$ cat src/rtl/in_fifo_drain.sv
// Read-side drain controller for the PHY-lane input FIFO (RDCLK domain).
// Issues credit-limited RDEN pulses and streams captured lane words out.
module in_fifo_drain #(
    parameter int LANE_W = 8,
    parameter int LANES  = 10,
    parameter int CNT_W  = 16
) (
    input  logic                 RDCLK,
    input  logic                 RESET,
    input  logic                 EMPTY,
    input  logic                 ALMOSTEMPTY,
    input  logic [7:0]           Q0,
    input  logic [7:0]           Q1,
    input  logic [7:0]           Q2,
    input  logic [7:0]           Q3,
    input  logic [7:0]           Q4,
    input  logic [7:0]           Q5,
    input  logic [7:0]           Q6,
    input  logic [7:0]           Q7,
    input  logic [7:0]           Q8,
    input  logic [7:0]           Q9,
    output logic                 RDEN,
    output logic [LANES*8-1:0]   m_data,
    output logic                 m_valid,
    input  logic                 m_ready,
    input  logic                 enable,
    output logic [CNT_W-1:0]     rd_count,
    output logic                 underrun,
    output logic [CNT_W-1:0]     stall_count,
    input  logic                 clr_stats
);

    typedef enum logic [1:0] {
        S_IDLE,
        S_STREAM,
        S_SINGLE,
        S_WAIT
    } state_t;

    localparam logic [7:0] LANE_MASK = 8'((9'd1 << LANE_W) - 9'd1);

    state_t               r_state;
    logic                 r_rden;
    logic [1:0]           r_occ;
    logic [LANES*8-1:0]   r_buf0;
    logic [LANES*8-1:0]   r_buf1;
    logic [CNT_W-1:0]     r_rd_count;
    logic [CNT_W-1:0]     r_stall_count;
    logic                 r_underrun;

    logic [7:0]           w_q [10];
    logic [LANES*8-1:0]   w_word;
    logic                 w_pop;
    logic                 w_push;
    logic [1:0]           w_sum;
    logic [1:0]           w_widx;
    logic                 w_credit;
    logic                 w_go;

    assign w_q = '{Q0, Q1, Q2, Q3, Q4, Q5, Q6, Q7, Q8, Q9};

    always_comb begin
        w_word = '0;
        for (int i = 0; i < LANES; i++) begin
            w_word[i*8 +: 8] = w_q[i] & LANE_MASK;
        end
    end

    // The word read by the current RDEN lands at the next edge, so the
    // outstanding read counts against the 2-entry buffer.
    assign w_pop    = m_valid & m_ready;
    assign w_push   = r_rden;
    assign w_sum    = r_occ + {1'b0, r_rden} - {1'b0, w_pop};
    assign w_widx   = r_occ - {1'b0, w_pop};
    assign w_credit = (w_sum < 2'd2);
    assign w_go     = enable & ~EMPTY & w_credit;

    always_ff @(posedge RDCLK or negedge RESET) begin
        if (!RESET) begin
            r_state <= S_IDLE;
            r_rden  <= 1'b0;
        end else begin
            unique case (r_state)
                S_IDLE: begin
                    r_rden <= w_go;
                    if (w_go) begin
                        r_state <= ALMOSTEMPTY ? S_SINGLE : S_STREAM;
                    end
                end
                S_STREAM: begin
                    if (EMPTY || !enable) begin
                        r_state <= S_IDLE;
                        r_rden  <= 1'b0;
                    end else if (!w_credit) begin
                        r_rden  <= 1'b0;
                    end else if (ALMOSTEMPTY) begin
                        r_state <= S_SINGLE;
                        r_rden  <= 1'b1;
                    end else begin
                        r_rden  <= 1'b1;
                    end
                end
                S_SINGLE: begin
                    r_state <= S_WAIT;
                    r_rden  <= 1'b0;
                end
                S_WAIT: begin
                    r_state <= S_IDLE;
                    r_rden  <= 1'b0;
                end
                default: begin
                    r_state <= S_IDLE;
                    r_rden  <= 1'b0;
                end
            endcase
        end
    end

    always_ff @(posedge RDCLK or negedge RESET) begin
        if (!RESET) begin
            r_occ  <= 2'd0;
            r_buf0 <= '0;
            r_buf1 <= '0;
        end else begin
            if (w_pop) begin
                r_buf0 <= r_buf1;
            end
            if (w_push) begin
                if (w_widx == 2'd0) begin
                    r_buf0 <= w_word;
                end else begin
                    r_buf1 <= w_word;
                end
            end
            r_occ <= r_occ + {1'b0, w_push} - {1'b0, w_pop};
        end
    end

    always_ff @(posedge RDCLK or negedge RESET) begin
        if (!RESET) begin
            r_rd_count    <= '0;
            r_stall_count <= '0;
            r_underrun    <= 1'b0;
        end else if (clr_stats) begin
            r_rd_count    <= '0;
            r_stall_count <= '0;
            r_underrun    <= 1'b0;
        end else begin
            if (w_push && (r_rd_count != '1)) begin
                r_rd_count <= r_rd_count + 1'b1;
            end
            if (m_valid && !m_ready && (r_stall_count != '1)) begin
                r_stall_count <= r_stall_count + 1'b1;
            end
            if (r_rden && EMPTY) begin
                r_underrun <= 1'b1;
            end
        end
    end

    assign RDEN        = r_rden;
    assign m_data      = r_buf0;
    assign m_valid     = (r_occ != 2'd0);
    assign rd_count    = r_rd_count;
    assign stall_count = r_stall_count;
    assign underrun    = r_underrun;

endmodule

$ cat config.mk
export PLATFORM = sky130hd
export DESIGN_NAME = in_fifo_drain
export DESIGN_NICKNAME = d
export VERILOG_FILES = /design/src/rtl/in_fifo_drain.sv
export SDC_FILE = /design/constraint.sdc
export NUM_CORES = 1
export LEC_CHECK = 0
export CORE_ASPECT_RATIO = 1.25
export CORE_MARGIN = 1
export CORE_UTILIZATION = 35
export DETAILED_ROUTE_END_ITERATION = 7
export MAX_ROUTING_LAYER = met4
export PLACE_DENSITY = 0.63
export SLEW_MARGIN = 5
export SYNTH_ARGS = -nofsm -noshare
export SYNTH_HDL_FRONTEND = slang
export SYNTH_SLANG_ARGS = --single-unit
$ cat constraint.sdc
create_clock -name RDCLK -period 3.9 [get_ports RDCLK]
set_input_delay 0.78 -clock RDCLK [delete_from_list [all_inputs] [get_ports RDCLK]]
set_output_delay 0.78 -clock RDCLK [all_outputs]
set_load 0.1 [all_outputs]
After elaboration in Yosys (flattened, before gate mapping) --
Cells that the tools add are included.
Cells by class: $add $sub $neg 5, $lt $le $gt $ge 1, equal/unequal tests 8, multiplexer cells 18, bitwise gates (word level) 5, reductions and logical operators 16
Operators with widths (count):
- 80-bit two-way mux | 3
- 16-bit two-way mux | 4
- 16-bit by 1-bit adder with 16-bit output, second input constant | 2
- 16-bit != test, second input constant | 2
- 2-bit two-way mux | 5
- 2-bit case mux with 4 select lines | 1
- 2-bit nonzero test | 4
- 3-bit != test, second input constant | 2
- 2-bit == test, second input constant | 2
- 1-bit logical AND | 4
- 2-bit zero test | 2
- 1-bit two-way mux | 4
- 2-bit by 1-bit subtractor with 2-bit output | 2
- 1-bit bitwise AND | 3
- 1-bit case mux with 3 select lines | 1
- 3-bit AND reduction | 1
- 2-bit by 1-bit adder with 2-bit output | 1
- 2-bit by 1-bit == test with 1-bit output, second input constant | 1
- 1-bit zero test | 2
- 2-bit < comparator, second input constant | 1
- 2-bit != test, second input constant | 1
- 1-bit inverter | 2
- 2-bit AND reduction | 1
- 2-bit OR reduction | 1
- 1-bit logical OR | 1
Word-level totals: register bits after elaboration 198, output and inout port bits 115, logic and storage cells 61

Depth between registers and ports, before layout --
depth in word-level cells 7, depth in mapped cells 7, mapped depth without buffers 6

Worst setup path before layout --
Ideal clock, no wire load.
kind register to register, start reg r_stall_count[4] (netlist: stall_count[4]), end reg r_stall_count[11] (netlist: stall_count[11]), library setup time 0.125 ns, arrival time 2.373 ns, setup slack 1.402 ns, cell stages (with the launch flop) 5, path buffers 0, clock period less this slack 2.498 ns, cells stage by stage dfrtp_1 > nand3_2 > or4_4 > nor2b_2 > mux2_2
On the way: longest elaborated chain between the ends 3
Ends and longest elaborated chain:
- start, declared | RTL line 48 | logic [CNT_W-1:0] r_stall_count;
- start signal, assigned | RTL line 153 | r_stall_count <= r_stall_count + 1'b1;
- 16-bit by 1-bit adder with 16-bit output or 16-bit != test (tied branches) | RTL line 153, 152
- 16-bit two-way mux or 1-bit logical AND (tied branches) | RTL line 152 | if (m_valid && !m_ready && (r_stall_count != '1)) begin
- 16-bit two-way mux or 2-bit nonzero test (tied branches)
Parallel ways exist; a longest one is shown, timed or not. The select of a mux whose other input is x is not followed. A chain may end at the register's enable or synchronous reset.

Final worst setup path --
start reg r_rden (netlist: RDEN), end out RDEN
RTL lines:
- start, declared | RTL line 43 | logic r_rden;
- start signal, assigned | RTL line 85 | r_rden <= w_go;
- end, declared | RTL line 22 | output logic RDEN,
No word-level cell between the ends.

==> results.tsv <==
metric	value	unit
status	complete, no violations	
pwr_density_cell	905.8	nW/um2
end_kind	output pin	
path_clk_slew	70	ps
crit_path_max_incr_delay	1210	ps
hp-class	input pin to asynchronous set/reset pin	
cp_max_fo	9	
cp_cell_sequence	clkdlybuf4s50_1	
synth_xor_area_share	0	%
fin_skew	8.902	ps
antenna_cells	0	
clk-insertion-delay-late	430	ps
dp_hpwl	13220	um
critical_path_class	register to output pin	
dieHeight	178.6	um
hold_violations	0	
cts_setup_buffers	0	
ff_latch_area	4955	um2
first_pass_iters	4	
p_seq_share	31.2	%
rsz0062_at_grt	false	
synthesis.area	8736	um2
antenna_found_initial	0	
path_depth	1	
grt_usage	16.61	%
vias	6302	
synth_cells	742	
synthFlopType	dfrtp_1	
max_slew_margin	27.00	%
layout_common_cells	clkdlybuf4s50_1, dfrtp_1, nand2_1	
ant_nets	0	
portBuffers	201	
synth_edf_count	0	
avgSynthCellArea	11.77	um2
crit_buf_inv	1	
synth_compound_area_share	9.152	%
cts_inserted_buffers	17	
ff2ff_setup_slack	1790	ps
cts_resized	0	
synth_cell_types	51	
setup_viol	0	
ioPinCount	202	
grt_pass1_vias	6251	
fill_cells	2306	
endpoint	RDEN	
pre_cts_slack	953.1	ps
routabilityCongestion	0.7927	
ir_worst_vdd	532.5	uV
synth_top_family_by_area	multiplexers	
h-tree-depth	4	
synth_fa_ha_area_share	0.4297	%
worstPathArrival	2210	ps
synth_nets	832	
wire_per_inst	15.66	um
cts.sinks	198	
rows	64	
worstMarginPinSlew	1092	ps
p_clk_share	17.0	%
ys_seq_elements	198	
yosysSeqAreaShare	56.72	%
routed_wl	19930	um
fin_nets	1021	
p_comb_share	51.8	%
async_flop_share	100.0	%
finalSetupTns	0	ps
yosys.area_share.simple	10.64	%
hold_buffers	0	
yosys_warnings	0	
multi_input_area	3530	um2
route.detailed.drc	0	
yosys-mux-area-fraction	19.98	%
setup_ws	911.3	ps
r2r_end	m_data[53]$_DFF_PN0_	
drv_slew	0	
grt_max_degree	161	
cap_violations	0	
grt_overflow	0	
slowest_stage	clkdlybuf4s50_1	
drive_gt1_share	14.74	%
p_int	5.403	mW
drt_iter0_drc	299	
grt_pass1_wl	32060	um
area.growth.synth_to_final	33.67	%
r2r_start	r_occ[1]$_DFF_PN0_	
critPathLaunch	RDEN$_DFF_PN0_	
routed_via_density	4.951	
die_w	143.3	um
start_util	35.65	%
coreArea	24500	um2
period_minus_slack	2989	ps
clk_path_buf_depth	2	
p_leak	5.197	nW
die-area	25600	um2
crit_family	buffers and inverters	
required	3120	ps
reg2reg_depth	5	
switching_share	48.92	%
start_kind	register	
fin_crit_sh	76.63	%
p_sw	5.175	mW
mostFrequentLayoutCell	clkdlybuf4s50_1	
cts_root_buf	clkbuf_16	
cts_tree	built	
max_freq	0.3346	GHz
routing by layer:
metal | routed length [um] | track usage [%] | share of wire, %
met5 | 0 | - | 0
met4 | 316 | 6.117 | 1.6
met3 | 1043 | 3.839 | 5.2
met2 | 9930 | 27.20 | 50
met1 | 8641 | 19.93 | 43
worst min-delay path by stage:
stage                                       from                     endpoint
final                                      RESET  stall_count[13]$_DFFE_PN0P_
after global routing                       RESET  stall_count[13]$_DFFE_PN0P_
after CTS                                  RESET  stall_count[13]$_DFFE_PN0P_
after detailed placement  r_state[0]$_DFFE_PN0P_       r_state[0]$_DFFE_PN0P_
after global placement    r_state[0]$_DFFE_PN0P_       r_state[0]$_DFFE_PN0P_
after floorplan           r_state[0]$_DFFE_PN0P_       r_state[0]$_DFFE_PN0P_
power by group through the flow:
stage                     Clock (mW)  Combinational (mW)  Sequential (mW)
after detailed placement           0                5.53             3.35
after global routing            1.93                5.75             3.42
after floorplan                    0                1.44             6.14
final                           1.79                5.48             3.30
after CTS                       1.86                5.54             3.31
after global placement             0                5.47             3.32
metrics by stage:
| stage | total power [mW] | utilization [%] | hold WS (ps) | std cells | cell area (um2) |
|---|---|---|---|---|---|
| finish | 10.58 | 47.66 | 356.1 | 1273 | 11680 |
| global route | 11.11 | 47.66 | 390.7 | 1273 | 11680 |
| CTS | 10.71 | 47.66 | 373.8 | 1273 | 11680 |
| detailed placement | 8.879 | 45.26 | 488.9 | 1242 | 11090 |
| global placement | 8.789 | 45.26 | 477.5 | 1242 | 11090 |
| floorplan | 7.582 | - | 460.5 | 742 | 8736 |
synth_stat cells (8+ instances only):
master / number / area share (%)
nand4_1: 11 / 0.79
dfrtp_1: 198 / 57
nor2_1: 8 / 0.34
o21ai_1: 17 / 0.97
nand2_1: 90 / 3.9
buf_2: 12 / 0.69
clkbuf_1: 16 / 0.69
a21oi_1: 24 / 1.4
or3_1: 15 / 1.1
nand3_1: 11 / 0.63
mux2_2: 83 / 11
o21ai_0: 84 / 4.8
inv_1: 11 / 0.47
nor2b_1: 8 / 0.57
mux2i_1: 81 / 9.3
state kept, by name, summed over array words and instances, names as in the netlist:
register / flops
rd_count: 16
r_occ: 2
stall_count: 16
r_state: 2
m_data: 80
r_buf1: 80
underrun: 1
RDEN: 1
cell families (layout without fill, tap and decap cells):
group / after synthesis / in the layout
AO/OA/AOI/OAI: 145 / 145
adder cells (fa/ha/maj): 3 / 3
multiplexers: 164 / 164
flip-flops: 198 / 198
AND/OR/NAND/NOR: 180 / 180
buffers and inverters: 52 / 253
final cells by class:
| cell class | instances | area share, % |
|---|---|---|
| repair buffers | 211 | 18.42 |
| multi-input cells | 492 | 30.23 |
| well taps | 330 | 3.536 |
| flip-flops and latches | 198 | 42.43 |
| clock inverters | 14 | 1.393 |
| clock buffers | 17 | 3.643 |
| inverters | 11 | 0.3536 |
No activity file was read; power rests on OpenSTA's default activity.
